===== src/rtl/alu_operand_stage.sv =====
// ============================================================================
// Module   : alu_operand_stage
// Purpose  : Operand fetch for the 32-bit ALU: decode, 8x32 register file with
//            write-back bypass, RAW scoreboard and a registered valid/ready output.
// Revision : 1.0  initial release
// ============================================================================
`default_nettype none

module alu_operand_stage #(
    parameter int NREGS = 8
) (
    input  logic              clk,
    input  logic              reset,
    input  logic              in_valid,
    input  logic [31:0]       in_instr,
    output logic              in_ready,
    output logic              out_valid,
    input  logic              out_ready,
    output logic [31:0]       a,
    output logic [31:0]       b,
    output logic [2:0]        ctrl,
    output logic [2:0]        rd_out,
    input  logic              wb_en,
    input  logic [2:0]        wb_addr,
    input  logic [31:0]       wb_data,
    output logic [NREGS-1:0]  pending
);

    // Instruction fields
    logic [2:0]  w_op;
    logic        w_imm_sel;
    logic [2:0]  w_rd;
    logic [2:0]  w_rs1;
    logic [2:0]  w_rs2;
    logic [15:0] w_imm16;
    logic        w_unused_bits;

    assign w_op          = in_instr[31:29];
    assign w_imm_sel     = in_instr[28];
    assign w_rd          = in_instr[27:25];
    assign w_rs1         = in_instr[24:22];
    assign w_rs2         = in_instr[21:19];
    assign w_imm16       = in_instr[15:0];
    assign w_unused_bits = ^in_instr[18:16];

    logic [31:0]      r_regs [NREGS];
    logic [NREGS-1:0] r_pending;
    logic             r_out_valid;
    logic [31:0]      r_a;
    logic [31:0]      r_b;
    logic [2:0]       r_ctrl;
    logic [2:0]       r_rd_out;

    logic             w_wb_write;
    logic             w_byp1;
    logic             w_byp2;
    logic [31:0]      w_rs1_val;
    logic [31:0]      w_rs2_val;
    logic [31:0]      w_b_val;
    logic             w_hazard;
    logic             w_accept;
    logic [NREGS-1:0] w_pending_nxt;

    assign w_wb_write = wb_en && (wb_addr != 3'd0);
    assign w_byp1     = wb_en && (wb_addr == w_rs1);
    assign w_byp2     = wb_en && (wb_addr == w_rs2);

    // r0 is hardwired zero; a same-cycle write-back overrides the stored value
    always_comb begin
        w_rs1_val = r_regs[w_rs1];
        if (w_rs1 == 3'd0) begin
            w_rs1_val = 32'd0;
        end else if (w_byp1) begin
            w_rs1_val = wb_data;
        end

        w_rs2_val = r_regs[w_rs2];
        if (w_rs2 == 3'd0) begin
            w_rs2_val = 32'd0;
        end else if (w_byp2) begin
            w_rs2_val = wb_data;
        end

        w_b_val = w_imm_sel ? {{16{w_imm16[15]}}, w_imm16} : w_rs2_val;
    end

    // pending[0] is never set, so r0 sources can never hazard
    assign w_hazard = (r_pending[w_rs1] && !w_byp1) ||
                      (!w_imm_sel && r_pending[w_rs2] && !w_byp2);

    assign in_ready = (!r_out_valid || out_ready) && !w_hazard;
    assign w_accept = in_valid && in_ready;

    // Clear on write-back first so a same-cycle issue to that rd wins
    always_comb begin
        w_pending_nxt = r_pending;
        if (w_wb_write) begin
            w_pending_nxt[wb_addr] = 1'b0;
        end
        if (w_accept && (w_rd != 3'd0)) begin
            w_pending_nxt[w_rd] = 1'b1;
        end
    end

    always_ff @(posedge clk) begin
        if (reset) begin
            for (int i = 0; i < NREGS; i++) begin
                r_regs[i] <= 32'd0;
            end
            r_pending   <= '0;
            r_out_valid <= 1'b0;
            r_a         <= 32'd0;
            r_b         <= 32'd0;
            r_ctrl      <= 3'd0;
            r_rd_out    <= 3'd0;
        end else begin
            if (w_wb_write) begin
                r_regs[wb_addr] <= wb_data;
            end
            r_pending <= w_pending_nxt;
            if (w_accept) begin
                r_out_valid <= 1'b1;
                r_a         <= w_rs1_val;
                r_b         <= w_b_val;
                r_ctrl      <= w_op;
                r_rd_out    <= w_rd;
            end else if (out_ready) begin
                r_out_valid <= 1'b0;
            end
        end
    end

    assign out_valid = r_out_valid;
    assign a         = r_a;
    assign b         = r_b;
    assign ctrl      = r_ctrl;
    assign rd_out    = r_rd_out;
    assign pending   = r_pending;

endmodule

`default_nettype wire


===== config.mk =====
export PLATFORM = sky130hd
export DESIGN_NAME = alu_operand_stage
export DESIGN_NICKNAME = d
export VERILOG_FILES = /design/src/rtl/alu_operand_stage.sv
export SDC_FILE = /design/constraint.sdc
export NUM_CORES = 1
export LEC_CHECK = 0
export CELL_PAD_IN_SITES_DETAIL_PLACEMENT = 1
export CELL_PAD_IN_SITES_GLOBAL_PLACEMENT = 2
export CORE_MARGIN = 2
export CORE_UTILIZATION = 38
export DETAILED_ROUTE_END_ITERATION = 10
export PLACE_DENSITY = 0.87
export SETUP_SLACK_MARGIN = 0.05
export SLEW_MARGIN = 10
export SYNTH_ARGS = -nofsm -noshare
export SYNTH_HDL_FRONTEND = slang
export SYNTH_SLANG_ARGS = --single-unit

===== constraint.sdc =====
create_clock -name clk -period 5.3 [get_ports clk]
set_input_delay 1.06 -clock clk [delete_from_list [all_inputs] [get_ports clk]]
set_output_delay 1.06 -clock clk [all_outputs]
set_load 0.01 [all_outputs]

Word-level counts from Yosys, hierarchy flattened
Memories as Yosys holds them, arrays and structs flattened. Cells that the tools add are included.

Muxes and demuxes: 25. Bitwise gates (word level): 3. Magnitude comparators: 6. Shift operators: 0. Reduce and logical (&&, ||, !) cells: 24. Multiply operators: 0. Equality and inequality tests: 2. Add/sub/neg operators: 0. Divide/modulo/power cells: 0.

Operators by type and width (number): 2-to-1 mux 32 bit (6); OR reduction 32 bit (1); < comparator 3 x 4 -> 1 bit (second input constant) (4); 2-to-1 mux 8 bit (2); 2-to-1 mux 1 bit (12); logical AND 1 bit (11); AND 8 bit (1); inverter 8 bit (1); OR 8 bit (1); binary-select mux 1 bit (select 3 bit) (2); demux 1 bit (select 3 bit) (2); == test 3 bit (2); >= comparator 3 x 1 -> 1 bit (second input constant) (2); zero test 3 bit (2); nonzero test 3 bit (2); zero test 1 bit (5); 2-to-1 mux 3 bit (1); logical OR 1 bit (2); nonzero test 2 bit (1).

Memories: 1. Input port bits: 72. Bits in latches: 0. Output and inout bits: 80. Memory bits (read-only): 0. Register bits after elaboration: 79. Logic and storage cells: 67. Bits in writable memories: 256.

Memories: r_regs (words 8, width 32, rd ports 2, clocked after Yosys merged registers in 0, wr ports 8, RTL line 46) `logic [31:0] r_regs [NREGS];`.

Depth between registers and ports, before layout
Depth after elaboration: 10. Mapped depth: 8. Mapped depth without buffers: 5.

Least setup slack after synthesis
OpenSTA, ideal clock, no wires.

Path kind: input to register. From: in wb_addr[1]. To: reg r_pending[4], in the netlist pending[4]. Arrival time: 4.029 ns. Stages on the path: 4. Library setup time: 0.263 ns. Buffers on the path: 1. Path slack: 1.008 ns. Cell sequence: buf_2 nand2b_1 o21ai_0 o32ai_1.

Cells in the longest elaborated chain, start to end: 10. Elaborated cells between the ends (all ways): 25. Those cells by class: 2 x order compare; 2 x eq/ne; 4 x mux; 3 x bitwise; 14 x reduce/logical.

RTL lines: start: declaration (RTL line 24) `input logic [2:0] wb_addr,`; parallel branches: the longest is 9 deep, another holds < comparator 3 x 4 -> 1 bit; 2-to-1 mux 8 bit (*) (RTL line 100) `if (w_accept && (w_rd != 3'd0)) begin`; end signal: assignment (RTL line 120) `r_pending <= w_pending_nxt;`; end: declaration (RTL line 47) `logic [NREGS-1:0] r_pending;`.

Mark *: on every way between the ends. A chain may end at the register's enable or synchronous reset.

Worst setup path in the final report
From: in wb_addr[2]. To: out in_ready.

Cells in the longest elaborated chain, start to end: 7. Elaborated cells between the ends (all ways): 11. Those cells by class: 2 x eq/ne; 9 x reduce/logical.

RTL lines: == test 3 bit (on tied branches) (RTL line 65, 66); logical AND 1 bit (on tied branches) (RTL line 65, 66); zero test 1 bit (on tied branches) (RTL line 88, 89); logical AND 1 bit (on tied branches) (RTL line 88, 89); logical OR 1 bit (*) (RTL line 88) `assign w_hazard = (r_pending[w_rs1] && !w_byp1) ||`; zero test 1 bit (*) (RTL line 91) `assign in_ready = (!r_out_valid || out_ready) && !w_hazard;`; logical AND 1 bit (*) (RTL line 91); end: declaration (RTL line 16) `output logic in_ready,`.

Every way passes the cells marked *; elsewhere a longest branch is shown, timed or not.

==> flow_metrics.env <==
export IMPL_worstHoldStart="rd_out[2]$_SDFFE_PP0P_"
export IMPL_htreeDepth=2
export IMPL_r2r_cells=7
export IMPL_yosysMostFrequentCell="and2_1"
export IMPL_finish_net_count=1666
export IMPL_hold_buffers=0
export IMPL_clkTransAtPathRegs_ns=0.06
export IMPL_crit_reg2reg_launch="pending[3]$_SDFF_PP0_"
export IMPL_fmax_mhz=222
export IMPL_finalMaxSlewViolations=0
export IMPL_netlist_instances=1512
export IMPL_die_h_um=208
export IMPL_synth_edf_count=224
export IMPL_routed_wl_um=58700
export IMPL_cellLeakagePower_nw=6.55
export IMPL_ys_async_sr_fraction=0
export IMPL_grt_pass1_wl_um=87100
export IMPL_r2r_slack_ns=2.56
export IMPL_ir_drop_mv=0.165
export IMPL_route_vias_total=13300
export IMPL_p_sw_mw=1.69
export IMPL_power_density_nw_per_um2=324
export IMPL_cts_root_buf="clkbuf_16"
export IMPL_viasPerCell=6.16
export IMPL_synth_area_leaders="edfxtp_1 42%, and2_1 11%, dfxtp_1 10%, mux2i_1 4.1%, nor2_1 3.7%"
export IMPL_worst_pin_slew_ns=1.20
export IMPL_hold_depth=2
export IMPL_cts_tree="yes"
export IMPL_synth_area_sq_um=15800
export IMPL_p_seq_frac=0.460
export IMPL_hold_viol_final=0
export IMPL_max_cap_violations=0
export IMPL_synth_seq_cells=303
export IMPL_whs_ns=0.472
export IMPL_postPlaceCellArea_sq_um=17800
export IMPL_yosysSeqAreaShare=0.525
export IMPL_synthTopCellsByCount="289 x and2_1, 224 x edfxtp_1, 155 x nor2_1, 97 x clkbuf_1, 79 x dfxtp_1"
export IMPL_synthesis_nets=1584
export IMPL_detailed_place_hpwl_um=34000
export IMPL_ys_flop_type="edfxtp_1"
export IMPL_die_area_sq_um=43300
export IMPL_rsz0062_at_grt="false"
export IMPL_period_needed_ns=4.49
export IMPL_cts_resized_gates=0
export IMPL_share_comb_of_total_power=0.159
export IMPL_arrival_ns=3.43
export IMPL_crit_fanout=8
export IMPL_grt_remaining_overflow=0
export IMPL_dr_pass1_iters=6
export IMPL_drive_above_1_share=0.0913
export IMPL_remaining_drc_errors=0
export IMPL_relSlewSlack=0.199
export IMPL_rows=74
export IMPL_wire_per_inst_um=27.2
export IMPL_cts_sinks=303
export IMPL_clk_path_buf_depth=3
export IMPL_io_pin_count=152
export IMPL_internal_power_mw=4.44
export IMPL_final_cell_area_sq_um=18900
export IMPL_track_usage=0.264
export IMPL_crit_path_end_kind="output pin"
export IMPL_grt_pass1_vias=14100
export IMPL_initial_utilization=0.386
export IMPL_whs_endpoint="rd_out[2]$_SDFFE_PP0P_"
export IMPL_status="finished clean"
export IMPL_grt_max_degree=79
export IMPL_cts_inserted_buffers=35
export IMPL_synth_top_area_share=0.425
export IMPL_insertion_delay_ns=0.54
export IMPL_core_area_sq_um=41000
export IMPL_total_power_mw=6.12
export IMPL_postCtsSetupRepairBufs=0
export IMPL_finalSetupViolCount=0
export IMPL_period_share=0.848
export IMPL_place_gp_congestion=0.819
export IMPL_detail_route_antenna_nets=0
export IMPL_clkPwrFrac=0.381
export IMPL_worstSetupPathType="input pin to output pin"
export IMPL_die_x_um=208
export IMPL_fin_setup_tns_ns=0
export IMPL_hp_class="flop to flop"
export IMPL_yosys_warnings=0
export IMPL_timing_rr_end="b[26]$_SDFFE_PP0P_"
export IMPL_synth_top_area_cell="edfxtp_1"
export IMPL_antenna_found_initial=4
export IMPL_fin_skew_ns=0.0209
export IMPL_switching_share=0.276
export IMPL_area_growth_pct=19.2
export IMPL_syn_area_per_cell_sq_um=10.5
export IMPL_drt_iter0_markers=1449
export IMPL_start_kind="input pin"
export IMPL_synth_distinct_cells=50
export IMPL_cp_required_ns=4.24
export IMPL_io_buffers=148
export IMPL_postLayoutCoreUtil=0.460
-- cell type report --
class | count | area (sq um)
Antenna cell | 2 | 5.00
Clock buffer | 53 | 985
Clock inverter | 11 | 88.8
Fill cell | 4425 | 22100
Inverter | 14 | 52.6
Multi-Input combinational cell | 1051 | 7000
Sequential cell | 303 | 8310
Tap cell | 532 | 666
Timing Repair Buffer | 189 | 1780
-- per-stage QoR --
stage                     cells  setup WS (ns)
after global placement     2089          0.906
after floorplan            1512           1.01
after detailed placement   2089          0.860
final                      2155          0.805
after global routing       2155          0.722
after CTS                  2153          0.839
-- worst max-delay path: stages --
cell and delay, ns:
clkdlybuf4s50_1 0.73, inv_1 0.14, o41ai_2 0.60, o211ai_4 0.12
a41oi_1 0.21, clkdlybuf4s50_1 0.57
-- worst max-delay path by stage --
stage                            endpoint        from  cells past startpoint  slack [ns]
floorplan           pending[4]$_SDFF_PP0_  wb_addr[1]                      4        1.01
global placement                 in_ready  wb_addr[2]                      6        0.91
detailed placement               in_ready  wb_addr[2]                      6        0.86
CTS                              in_ready  wb_addr[2]                      6        0.84
global route                     in_ready  wb_addr[2]                      6        0.72
finish                           in_ready  wb_addr[2]                      6        0.81
-- per-layer routing --
layer  part of all wire  track usage
met4              0.030        0.102
met3              0.077       0.0383
met1               0.41        0.344
met2               0.48        0.444
met5            0.00046            0
-- power by group through the flow --
stage | clock network, mW | registers [mW] | logic, mW
detailed placement | 0 | 2.86 | 0.959
floorplan | 0 | 2.87 | 0.508
global route | 2.44 | 2.83 | 1.03
CTS | 2.35 | 2.81 | 0.964
finish | 2.33 | 2.82 | 0.974
global placement | 0 | 2.85 | 0.937
-- registers in the layout, summed over array words and instances, names as in the netlist --
| signal | count |
|---|---|
| r_regs | 224 |
| a | 32 |
| b | 32 |
| pending | 8 |
| ctrl | 3 |
| rd_out | 3 |
| out_valid | 1 |
-- cell families (layout without fill, tap and decap cells) --
kind of cell,Yosys count,count (layout),share of synthesized area
multiplexers,68,68,0.0453
AO/OA/AOI/OAI,432,432,0.195
XOR/XNOR,6,6,0.00332
buffers and inverters,158,267,0.0430
flip-flops,303,303,0.525
AND/OR/NAND/NOR,545,545,0.189
other,0,2,0
-- cells in the final DEF, fill, tap and decap left out, drive strengths merged, types with 2 or more instances in the layout --
cell / instances
o22a: 11
nand3: 6
o31ai: 33
nor3: 36
edfxtp: 224
nand2: 8
buf: 48
a22oi: 32
clkbuf: 53
mux2i: 65
a21oi: 39
dfxtp: 79
nor2: 156
xnor2: 3
clkinv: 9
and2: 289
o32ai: 59
inv: 15
nor2b: 34
diode: 2
clkdlybuf4s50: 141
a222oi: 15
a41oi: 2
xor2: 3
nand2b: 9
o21bai: 2
mux4: 3
a211oi: 32
or2: 3
a221oi: 17
o21ai: 108
o22ai: 76
Power figures use the tool's default switching activity.
